$ cat config.mk
export PLATFORM = sky130hd
export DESIGN_NAME = clock_set_ctrl
export DESIGN_NICKNAME = d
export VERILOG_FILES = /design/src/rtl/clock_pkg.sv /design/src/rtl/bcd_field_inc.sv /design/src/rtl/clock_set_ctrl.sv
export SDC_FILE = /design/constraint.sdc
export NUM_CORES = 1
export LEC_CHECK = 0
export ABC_AREA = 1
export CORE_UTILIZATION = 55
export CTS_BUF_LIST = sky130_fd_sc_hd__clkbuf_16
export DETAILED_ROUTE_END_ITERATION = 10
export GPL_TIMING_DRIVEN = 0
export HOLD_SLACK_MARGIN = 0.06
export PLACE_DENSITY_LB_ADDON = 0.25
export SLEW_MARGIN = 10
export SYNTH_ARGS = -nofsm -noshare
export SYNTH_HDL_FRONTEND = slang
export SYNTH_SLANG_ARGS = --single-unit
$ cat constraint.sdc
create_clock -name clk -period 6.9 [get_ports clk]
set_clock_uncertainty 0.15 [all_clocks]
set_input_delay 1.38 -clock clk [delete_from_list [all_inputs] [get_ports clk]]
set_output_delay 1.38 -clock clk [all_outputs]
set_load 0.03 [all_outputs]
$ cat src/rtl/clock_pkg.sv
// Shared types and BCD constants for the clock set/alarm controller.
package clock_pkg;

  typedef enum logic [2:0] {
    RUN,
    SET_HH,
    SET_MM,
    AL_HH,
    AL_MM
  } state_e;

  typedef enum logic {
    FLD_MIN,
    FLD_HR
  } fld_e;

  localparam logic [7:0] HR_MIN  = 8'h01;
  localparam logic [7:0] HR_MAX  = 8'h12;
  localparam logic [7:0] MIN_MAX = 8'h59;

  localparam logic [1:0] BLINK_NONE = 2'b00;
  localparam logic [1:0] BLINK_HH   = 2'b01;
  localparam logic [1:0] BLINK_MM   = 2'b10;

  function automatic logic [7:0] bcd_inc(input logic [7:0] v);
    logic [7:0] r;
    if (v[3:0] >= 4'h9) r = {v[7:4] + 4'h1, 4'h0};
    else                r = {v[7:4], v[3:0] + 4'h1};
    return r;
  endfunction

endpackage

$ cat src/rtl/bcd_field_inc.sv
// One-step BCD increment for a 12-hour hour field or a 00..59 minute field.
module bcd_field_inc
  import clock_pkg::*;
(
  input  logic [7:0] value_i,
  input  fld_e       mode_i,
  output logic [7:0] next_o,
  output logic       pm_toggle_o
);

  always_comb begin
    next_o      = bcd_inc(value_i);
    pm_toggle_o = 1'b0;
    unique case (1'b1)
      (mode_i == FLD_HR): begin
        if (value_i == HR_MAX) next_o = HR_MIN;
        pm_toggle_o = (value_i == 8'h11);
      end
      default: begin
        if (value_i == MIN_MAX) next_o = 8'h00;
      end
    endcase
  end

endmodule

$ cat src/rtl/clock_set_ctrl.sv
// Set/alarm control FSM for the 12-hour BCD clock_timer: shadow edits,
// load strobe, timer gating, display mux and alarm ring.
module clock_set_ctrl
  import clock_pkg::*;
#(
  parameter int unsigned TIMEOUT_TICKS = 16,
  parameter logic [7:0]  AL_DEF_HH     = 8'h07,
  parameter logic [7:0]  AL_DEF_MM     = 8'h00,
  parameter logic        AL_DEF_PM     = 1'b0
) (
  input  logic       clk,
  input  logic       reset_n,
  input  logic       tick_1hz,
  input  logic       btn_mode,
  input  logic       btn_inc,
  input  logic       alarm_en,
  input  logic [7:0] hh,
  input  logic [7:0] mm,
  input  logic [7:0] ss,
  input  logic       pm,
  output logic       ena,
  output logic       ld,
  output logic [7:0] ld_hh,
  output logic [7:0] ld_mm,
  output logic       ld_pm,
  output logic [7:0] disp_hh,
  output logic [7:0] disp_mm,
  output logic       disp_pm,
  output logic [1:0] blink,
  output logic       ring
);

  localparam int unsigned TW = $clog2(TIMEOUT_TICKS + 1);
  localparam logic [TW-1:0] TMO_LAST = TW'(TIMEOUT_TICKS - 1);

  state_e        state_q;
  logic [7:0]    sh_hh_q, sh_mm_q;
  logic          sh_pm_q;
  logic [7:0]    al_hh_q, al_mm_q;
  logic          al_pm_q;
  logic          ld_q;
  logic [7:0]    ld_hh_q, ld_mm_q;
  logic          ld_pm_q;
  logic          ring_q;
  logic          fired_q;
  logic [5:0]    rcnt_q;
  logic [TW-1:0] tmo_q;

  logic       in_run, in_set, in_al, edit_hr;
  logic       press, min_match, fire;
  logic [7:0] fld_src, fld_nxt;
  logic       pm_tog;
  fld_e       fld_mode;

  assign in_run  = (state_q == RUN);
  assign in_set  = (state_q == SET_HH) || (state_q == SET_MM);
  assign in_al   = (state_q == AL_HH) || (state_q == AL_MM);
  assign edit_hr = (state_q == SET_HH) || (state_q == AL_HH);
  assign press   = btn_mode | btn_inc;

  assign min_match = (hh == al_hh_q) && (mm == al_mm_q) && (pm == al_pm_q);
  // fired_q blocks a second ring within the same matching minute
  assign fire = in_run && alarm_en && min_match && (ss == 8'h00)
             && !fired_q && !ring_q;

  always_comb begin
    fld_src = 8'h00;
    unique case (state_q)
      SET_HH:  fld_src = sh_hh_q;
      SET_MM:  fld_src = sh_mm_q;
      AL_HH:   fld_src = al_hh_q;
      AL_MM:   fld_src = al_mm_q;
      default: fld_src = 8'h00;
    endcase
  end

  assign fld_mode = edit_hr ? FLD_HR : FLD_MIN;

  bcd_field_inc u_inc (
    .value_i    (fld_src),
    .mode_i     (fld_mode),
    .next_o     (fld_nxt),
    .pm_toggle_o(pm_tog)
  );

  assign ena   = tick_1hz && !ld_q && (in_run || in_al);
  assign ld    = ld_q;
  assign ld_hh = ld_hh_q;
  assign ld_mm = ld_mm_q;
  assign ld_pm = ld_pm_q;
  assign ring  = ring_q;

  always_comb begin
    disp_hh = hh;
    disp_mm = mm;
    disp_pm = pm;
    blink   = BLINK_NONE;
    unique case (1'b1)
      in_set: begin
        disp_hh = sh_hh_q;
        disp_mm = sh_mm_q;
        disp_pm = sh_pm_q;
      end
      in_al: begin
        disp_hh = al_hh_q;
        disp_mm = al_mm_q;
        disp_pm = al_pm_q;
      end
      default: ;
    endcase
    if (edit_hr)                   blink = BLINK_HH;
    else if (!in_run && !in_set
             && state_q != AL_MM)  blink = BLINK_NONE;
    else if (!in_run)              blink = BLINK_MM;
  end

  always_ff @(posedge clk or negedge reset_n) begin
    if (!reset_n) begin
      state_q <= RUN;
      sh_hh_q <= 8'h12;
      sh_mm_q <= 8'h00;
      sh_pm_q <= 1'b0;
      al_hh_q <= AL_DEF_HH;
      al_mm_q <= AL_DEF_MM;
      al_pm_q <= AL_DEF_PM;
      ld_q    <= 1'b0;
      ld_hh_q <= 8'h12;
      ld_mm_q <= 8'h00;
      ld_pm_q <= 1'b0;
      ring_q  <= 1'b0;
      fired_q <= 1'b0;
      rcnt_q  <= '0;
      tmo_q   <= '0;
    end else begin
      ld_q <= 1'b0;

      if (ring_q) begin
        if (tick_1hz) rcnt_q <= rcnt_q + 6'd1;
        if (press || !alarm_en || !in_run
            || (tick_1hz && rcnt_q == 6'd59))
          ring_q <= 1'b0;
      end else if (fire) begin
        ring_q  <= 1'b1;
        fired_q <= 1'b1;
        rcnt_q  <= '0;
      end
      if (!min_match) fired_q <= 1'b0;

      // a press that silences the ring does nothing else
      if (ring_q && press) begin
        tmo_q <= '0;
      end else if (btn_mode) begin
        tmo_q <= '0;
        unique case (state_q)
          RUN: begin
            sh_hh_q <= hh;
            sh_mm_q <= mm;
            sh_pm_q <= pm;
            state_q <= SET_HH;
          end
          SET_HH: state_q <= SET_MM;
          SET_MM: begin
            ld_q    <= 1'b1;
            ld_hh_q <= sh_hh_q;
            ld_mm_q <= sh_mm_q;
            ld_pm_q <= sh_pm_q;
            state_q <= AL_HH;
          end
          AL_HH:   state_q <= AL_MM;
          AL_MM:   state_q <= RUN;
          default: state_q <= RUN;
        endcase
      end else if (btn_inc) begin
        tmo_q <= '0;
        unique case (state_q)
          SET_HH: begin
            sh_hh_q <= fld_nxt;
            sh_pm_q <= sh_pm_q ^ pm_tog;
          end
          SET_MM: sh_mm_q <= fld_nxt;
          AL_HH: begin
            al_hh_q <= fld_nxt;
            al_pm_q <= al_pm_q ^ pm_tog;
          end
          AL_MM:   al_mm_q <= fld_nxt;
          default: ;
        endcase
      end else if (!in_run && tick_1hz) begin
        if (tmo_q == TMO_LAST) begin
          state_q <= RUN;
          tmo_q   <= '0;
        end else begin
          tmo_q <= tmo_q + TW'(1);
        end
      end
    end
  end

endmodule

==> Yosys cells after proc, flatten, opt, wreduce, memory -nomap -nowiden <==
Index checks and enable logic that the tools add are counted.
{ "word_totals": {"regBits": 68, "latch_bits": 0, "ram_bits": 0, "romBits": 0, "input_bits": 31, "output_inout_bits": 39, "elab_cells": 134, "mem_count": 0} }
{ "classes": {"add_sub_neg": 4, "mul": 0, "n_div": 0, "magnitude_cmp": 1, "eq_ne": 18, "shifts": 0, "mux": 47, "n_bitwise": 5, "reduce_logical": 44} }
{ "ops": {"columns": ["op", "count"], "rows": [
  ["two-way mux 8 bit", 12],
  ["case mux 8 bit (2 select lines)", 2],
  ["case mux 8 bit (4 select lines)", 1],
  ["two-way mux 5 bit", 5],
  ["AND reduction 4 bit", 5],
  ["two-way mux 6 bit", 3],
  ["equality test 8 x 5 -> 1 bit, second input constant", 2],
  ["equality test 8 bit", 2],
  ["two-way mux 1 bit", 15],
  ["logical AND 1 bit", 14],
  ["two-way mux 3 bit", 4],
  ["case mux 3 bit (4 select lines)", 1],
  ["nonzero test 2 bit", 6],
  ["adder 4 x 1 -> 4 bit, second input constant", 2],
  ["equality test 8 x 7 -> 1 bit, second input constant", 1],
  ["logical NOT 8 bit", 1],
  ["logical OR 1 bit", 7],
  ["adder 6 x 1 -> 6 bit, second input constant", 1],
  ["equality test 3 x 2 -> 1 bit, second input constant", 2],
  ["equality test 6 bit, second input constant", 1],
  ["logical NOT 1 bit", 6],
  ["two-way mux 2 bit", 3],
  ["inequality test 2 bit, second input constant", 3],
  ["adder 5 x 1 -> 5 bit, second input constant", 1],
  ["other kinds (15)", 19]
]} }

==> Logic depth before layout (Yosys ltp) <==
{ "depth": {"ltp_word": 10, "ltp_mapped": 17, "mapped_depth_nobuf": 16} }

==> Modules after synthesis <==
Synthesis repeated with hierarchy kept, for this count alone.
{ "unflattened": {"hier_cells": 567, "area_unflattened_um2": 4170.2} }
{ "modules_own_cells": {"columns": ["mod", "n_inst", "cells_per_inst", "area_each_um2", "seq_area_each_um2"], "rows": [
  ["clock_set_ctrl", 1, 500, 3811.2, 1710.4],
  ["bcd_field_inc", 1, 67, 359.1, 0.0]
]} }

==> Least setup slack after synthesis <==
OpenSTA, ideal clock, no wires.
{ "synth_timing": {"kind": "input -> output", "start": "input port tick_1hz", "end": "output port ena", "t_arrival_ps": 2193, "required_ps": 5370, "slack_ps": 3177, "stages": 2, "n_path_buf": 0, "path_cell_list": "inv_1 > a211oi_1"} }
{ "synth_between": {"elab_chain_len": 2} }
{ "synth_lines": {"columns": ["item", "line", "text"], "rows": [
  ["start, declared", "clock_set_ctrl.sv:13", "input logic tick_1hz,"],
  ["logical AND 1 bit (2 in series)", "clock_set_ctrl.sv:86", "assign ena = tick_1hz && !ld_q && (in_run || in_al);"],
  ["end, declared", "clock_set_ctrl.sv:21", "output logic ena,"]
]} }
Every way passes these cells.

==> Final worst setup path <==
{ "layout_timing": {"start": "register state_q[1]", "end": "output port disp_mm[3]"} }
{ "layout_between": {"elab_chain_len": 3, "word_cells_on_any_way": 7, "cone_classes": "eq/ne (4); mux (1); reduce/logical (2)"} }
{ "layout_lines": {"columns": ["item", "line", "text"], "rows": [
  ["start, declared", "clock_set_ctrl.sv:36", "state_e state_q;"],
  ["start signal, assigned", "clock_set_ctrl.sv:119", "state_q <= RUN;"],
  ["start signal, assigned", "clock_set_ctrl.sv:159", "state_q <= SET_HH;"],
  ["start signal, assigned", "clock_set_ctrl.sv:161", "SET_HH: state_q <= SET_MM;"],
  ["equality test 3 x 2 -> 1 bit (tied with other cells)", "clock_set_ctrl.sv:57", "assign in_al = (state_q == AL_HH) || (state_q == AL_MM);"],
  ["logical OR 1 bit, on equally long branches", "clock_set_ctrl.sv:57, clock_set_ctrl.sv:56", null],
  ["case mux 8 bit (2 select lines) *", "clock_set_ctrl.sv:98", "unique case (1'b1)"],
  ["end, declared", "clock_set_ctrl.sv:27", "output logic [7:0] disp_mm,"]
]} }
Mark *: on every way between the ends. The rest lies on a longest branch, timed or not.

==> metrics.yaml <==
outcome: "finished clean"
drv_slew: 0
ant_nets: 0
finish.net_count: 682
critPathCaptureType: "output pin"
leakage_power_uw: 0.00258
drt_first_pass_iters: 6
worst_case_vdd_ir_drop_uv: 198
critical_path.startpoint: "state_q[1]"
cts-root-buf: "sky130_fd_sc_hd__clkbuf_16"
drt-vias-per-instance: 5.83
drc_errors: 0
max_cap_violation_count: 0
chipWidth_microns: 89.7
insertion_delay_ns: 0.33
wl_per_cell_microns: 16.8
grt_pass1_wl_microns: 19300
fmax_mhz: 217
power_density_mw_per_mm2: 368
pin_count_of_the_biggest_net_entering_global_routing: 37
gp_congestion: 1.00
startpoint_type: "flip-flop"
num_rows: 31
die-area_sq_mm: 0.00804
num_io_pins: 70
post-dp-hpwl_microns: 9300
number_of_antenna_violations_at_the_first_check_in_global_routing: 0
drive_gt1_share_pct: 9.72
antennaDiodeCount: 0
bufs_on_longest_clock_path: 2
tritoncts_clock_tree: "yes"
synth.yosys.seq_area_share_pct: 40.4
period_minus_slack_ns: 4.60
worstMarginPinSlew_ns: 0.817
postSynthCellCount: 562
finalCritPeriodShare_pct: 66.7
cp.required_ns: 5.37
first_global_vias: 3886
tritoncts.num_buffers: 9
grt_remaining_overflow: 0
core-area_sq_mm: 0.00733
start_util_pct: 57.7
synth_area_sq_mm: 0.00423
postCtsSetupRepairBufs: 0
wire_length_after_detailed_routing_microns: 12600
clk_transition_reported_paths_ns: 0.05
worst_r2r_startpoint: "state_q[1]"
cts_resized: 0
dr_total_vias: 4356
clock_sinks: 68
final-setup-viol-count: 0
syn_avg_cell_area_sq_um: 7.53
cp.arrival_ns: 3.07
hold_buffers: 0
slew_headroom_pct: 45.3
portBuffers: 69
drtIter0Drc: 413
worst-path-max-fanout: 10
mappedNetlistNets: 601
yosys_warnings: 0
hold_viol: 0
ys_ff_latch: 68
finalSetupTns_ns: 0
synth_cell_type_count: 45
worstHoldPathType: "flip-flop to flip-flop"
die-height_microns: 89.7
hold_start: "ld_hh[2]"
worstSetupPathType: "flip-flop to output pin"
htree_levels: 3
final_core_utilization_pct: 72.6
flow.area_growth_from_synthesis_pct: 25.8
globalRouteTotalUtil_pct: 33.0
rsz0062_at_grt: "false"
layer usage:
metal	up-vias	GRT usage (%)	routed length, microns
met1	2016	42.7	5000
met3	47	4.94	1190
li1	2023	-	-
met4	0	17.2	517
met5	-	0	0
met2	270	53.7	5860
state kept, by name, indices dropped and copies added, names as in the netlist:
name	cells
sh_mm_q	8
ld	1
sh_hh_q	8
rcnt_q	6
fired_q	1
al_pm_q	1
ld_pm	1
ld_hh	8
tmo_q	5
al_hh_q	8
al_mm_q	8
state_q	3
ld_mm	8
ring	1
sh_pm_q	1
logic make-up after synthesis:
logic type | share of synthesized area [%]
buf+inv | 10.0
compound gates | 17.2
fa+ha+maj | 2.37
xor+xnor | 2.28
simple gates | 27.7
flops | 40.4
cells in the final DEF (no fill, tap or decap), types with 2 or more instances in the layout:
master                            count
sky130_fd_sc_hd__xor2_1               5
sky130_fd_sc_hd__and3_1               2
sky130_fd_sc_hd__clkbuf_1             8
sky130_fd_sc_hd__a21oi_1             26
sky130_fd_sc_hd__o22ai_1              7
sky130_fd_sc_hd__nand2_1            140
sky130_fd_sc_hd__buf_4                3
sky130_fd_sc_hd__nor2_1              36
sky130_fd_sc_hd__nand4_1             12
sky130_fd_sc_hd__clkinv_1             3
sky130_fd_sc_hd__nand2_2              4
sky130_fd_sc_hd__inv_2                4
sky130_fd_sc_hd__a21boi_0             2
sky130_fd_sc_hd__buf_2                5
sky130_fd_sc_hd__clkbuf_16            9
sky130_fd_sc_hd__o21ai_1              2
sky130_fd_sc_hd__clkdlybuf4s50_1     68
sky130_fd_sc_hd__a22oi_1              4
sky130_fd_sc_hd__ha_1                 8
sky130_fd_sc_hd__nor3_1               5
sky130_fd_sc_hd__nor2_2               6
sky130_fd_sc_hd__a21boi_1             8
sky130_fd_sc_hd__clkinv_2             3
sky130_fd_sc_hd__nand3_1             34
sky130_fd_sc_hd__dfrtp_1             61
sky130_fd_sc_hd__nor4_1               2
sky130_fd_sc_hd__xnor2_1              6
sky130_fd_sc_hd__o21ai_0             40
sky130_fd_sc_hd__dfstp_2              7
sky130_fd_sc_hd__inv_1               81
sky130_fd_sc_hd__nand2_4              2
sky130_fd_sc_hd__buf_6                3
sky130_fd_sc_hd__o211ai_1             2
sky130_fd_sc_hd__a211oi_1             2
sky130_fd_sc_hd__nor2_4               5
sky130_fd_sc_hd__or2_2                3
sky130_fd_sc_hd__o221ai_1            16
sky130_fd_sc_hd__nor3_2               2
worst max-delay path, cell delays in order (launching register included):
cell and delay [ns]:
sky130_fd_sc_hd__dfrtp_1 0.45, sky130_fd_sc_hd__inv_2 0.13, sky130_fd_sc_hd__nand3_1 0.20, sky130_fd_sc_hd__nand2_1 0.16
sky130_fd_sc_hd__nor3_2 0.53, sky130_fd_sc_hd__buf_2 0.36, sky130_fd_sc_hd__nand2_1 0.08, sky130_fd_sc_hd__o221ai_1 0.10
sky130_fd_sc_hd__clkdlybuf4s50_1 0.72
metrics by stage:
stage	instance area, sq um	power [uW]	cells	setup WS [ns]	hold WS [ns]
final	5320	1960	747	2.30	0.330
after CTS	5320	1950	747	2.35	0.336
after floorplan	4230	1190	562	3.18	0.303
after global placement	5040	1510	730	2.02	0.314
after detailed placement	5060	1530	731	2.35	0.322
after global routing	5320	2060	747	2.16	0.363
cell type report:
class / instances / area [sq um]
buffer: 18 / 104
tap: 99 / 124
timing repair buffer: 70 / 708
clock inverter: 7 / 35.0
fill: 554 / 2010
sequential: 68 / 1710
multi-input combinational: 391 / 2100
inverter: 85 / 319
clock buffer: 9 / 225
path summary, 6_finish.rpt:
kind	end	depth (start not counted)	slack, ns
setup reg to reg	sh_hh_q[4]	15	3.94
min in group asynchronous	rcnt_q[4]	1	0.84
max in group asynchronous	al_hh_q[2]	2	5.15
hold reg to reg	ld_hh[2]	2	0.33
hold / removal	ld_hh[2]	2	0.33
setup / recovery	disp_mm[3]	8	2.30
where the power goes:
part           internal (uW)  leakage, uW  switching [uW]
sequential               539     0.000805            91.0
clock                    238     0.000135             173
combinational            339      0.00164             578
total                   1120      0.00258             842
synth_stat cells, drive strengths merged:
cell type | count | share of area, %
a31oi | 1 | 0.15
ha | 8 | 2.4
o221ai | 16 | 3.3
buf | 10 | 1.7
a21boi | 10 | 1.8
clkinv | 1 | 0.089
xnor2 | 6 | 1.2
o21ai | 43 | 5.2
nand2 | 146 | 14
dfrtp | 61 | 36
o211ai | 3 | 0.65
inv | 84 | 7.5
nor4 | 2 | 0.30
a22oi | 4 | 0.71
clkbuf | 8 | 0.71
xor2 | 5 | 1.0
and3 | 2 | 0.30
a21oi | 27 | 3.5
a211oi | 2 | 0.35
nor3 | 7 | 1.1
dfstp | 7 | 4.3
nand3 | 36 | 4.7
or2 | 3 | 0.44
nand3b | 1 | 0.18
o41ai | 1 | 0.21
o22ai | 7 | 1.0
o21a | 1 | 0.18
a22o | 1 | 0.21
nor2 | 47 | 5.4
nand4 | 12 | 1.8
Power figures use the tool's default switching activity.
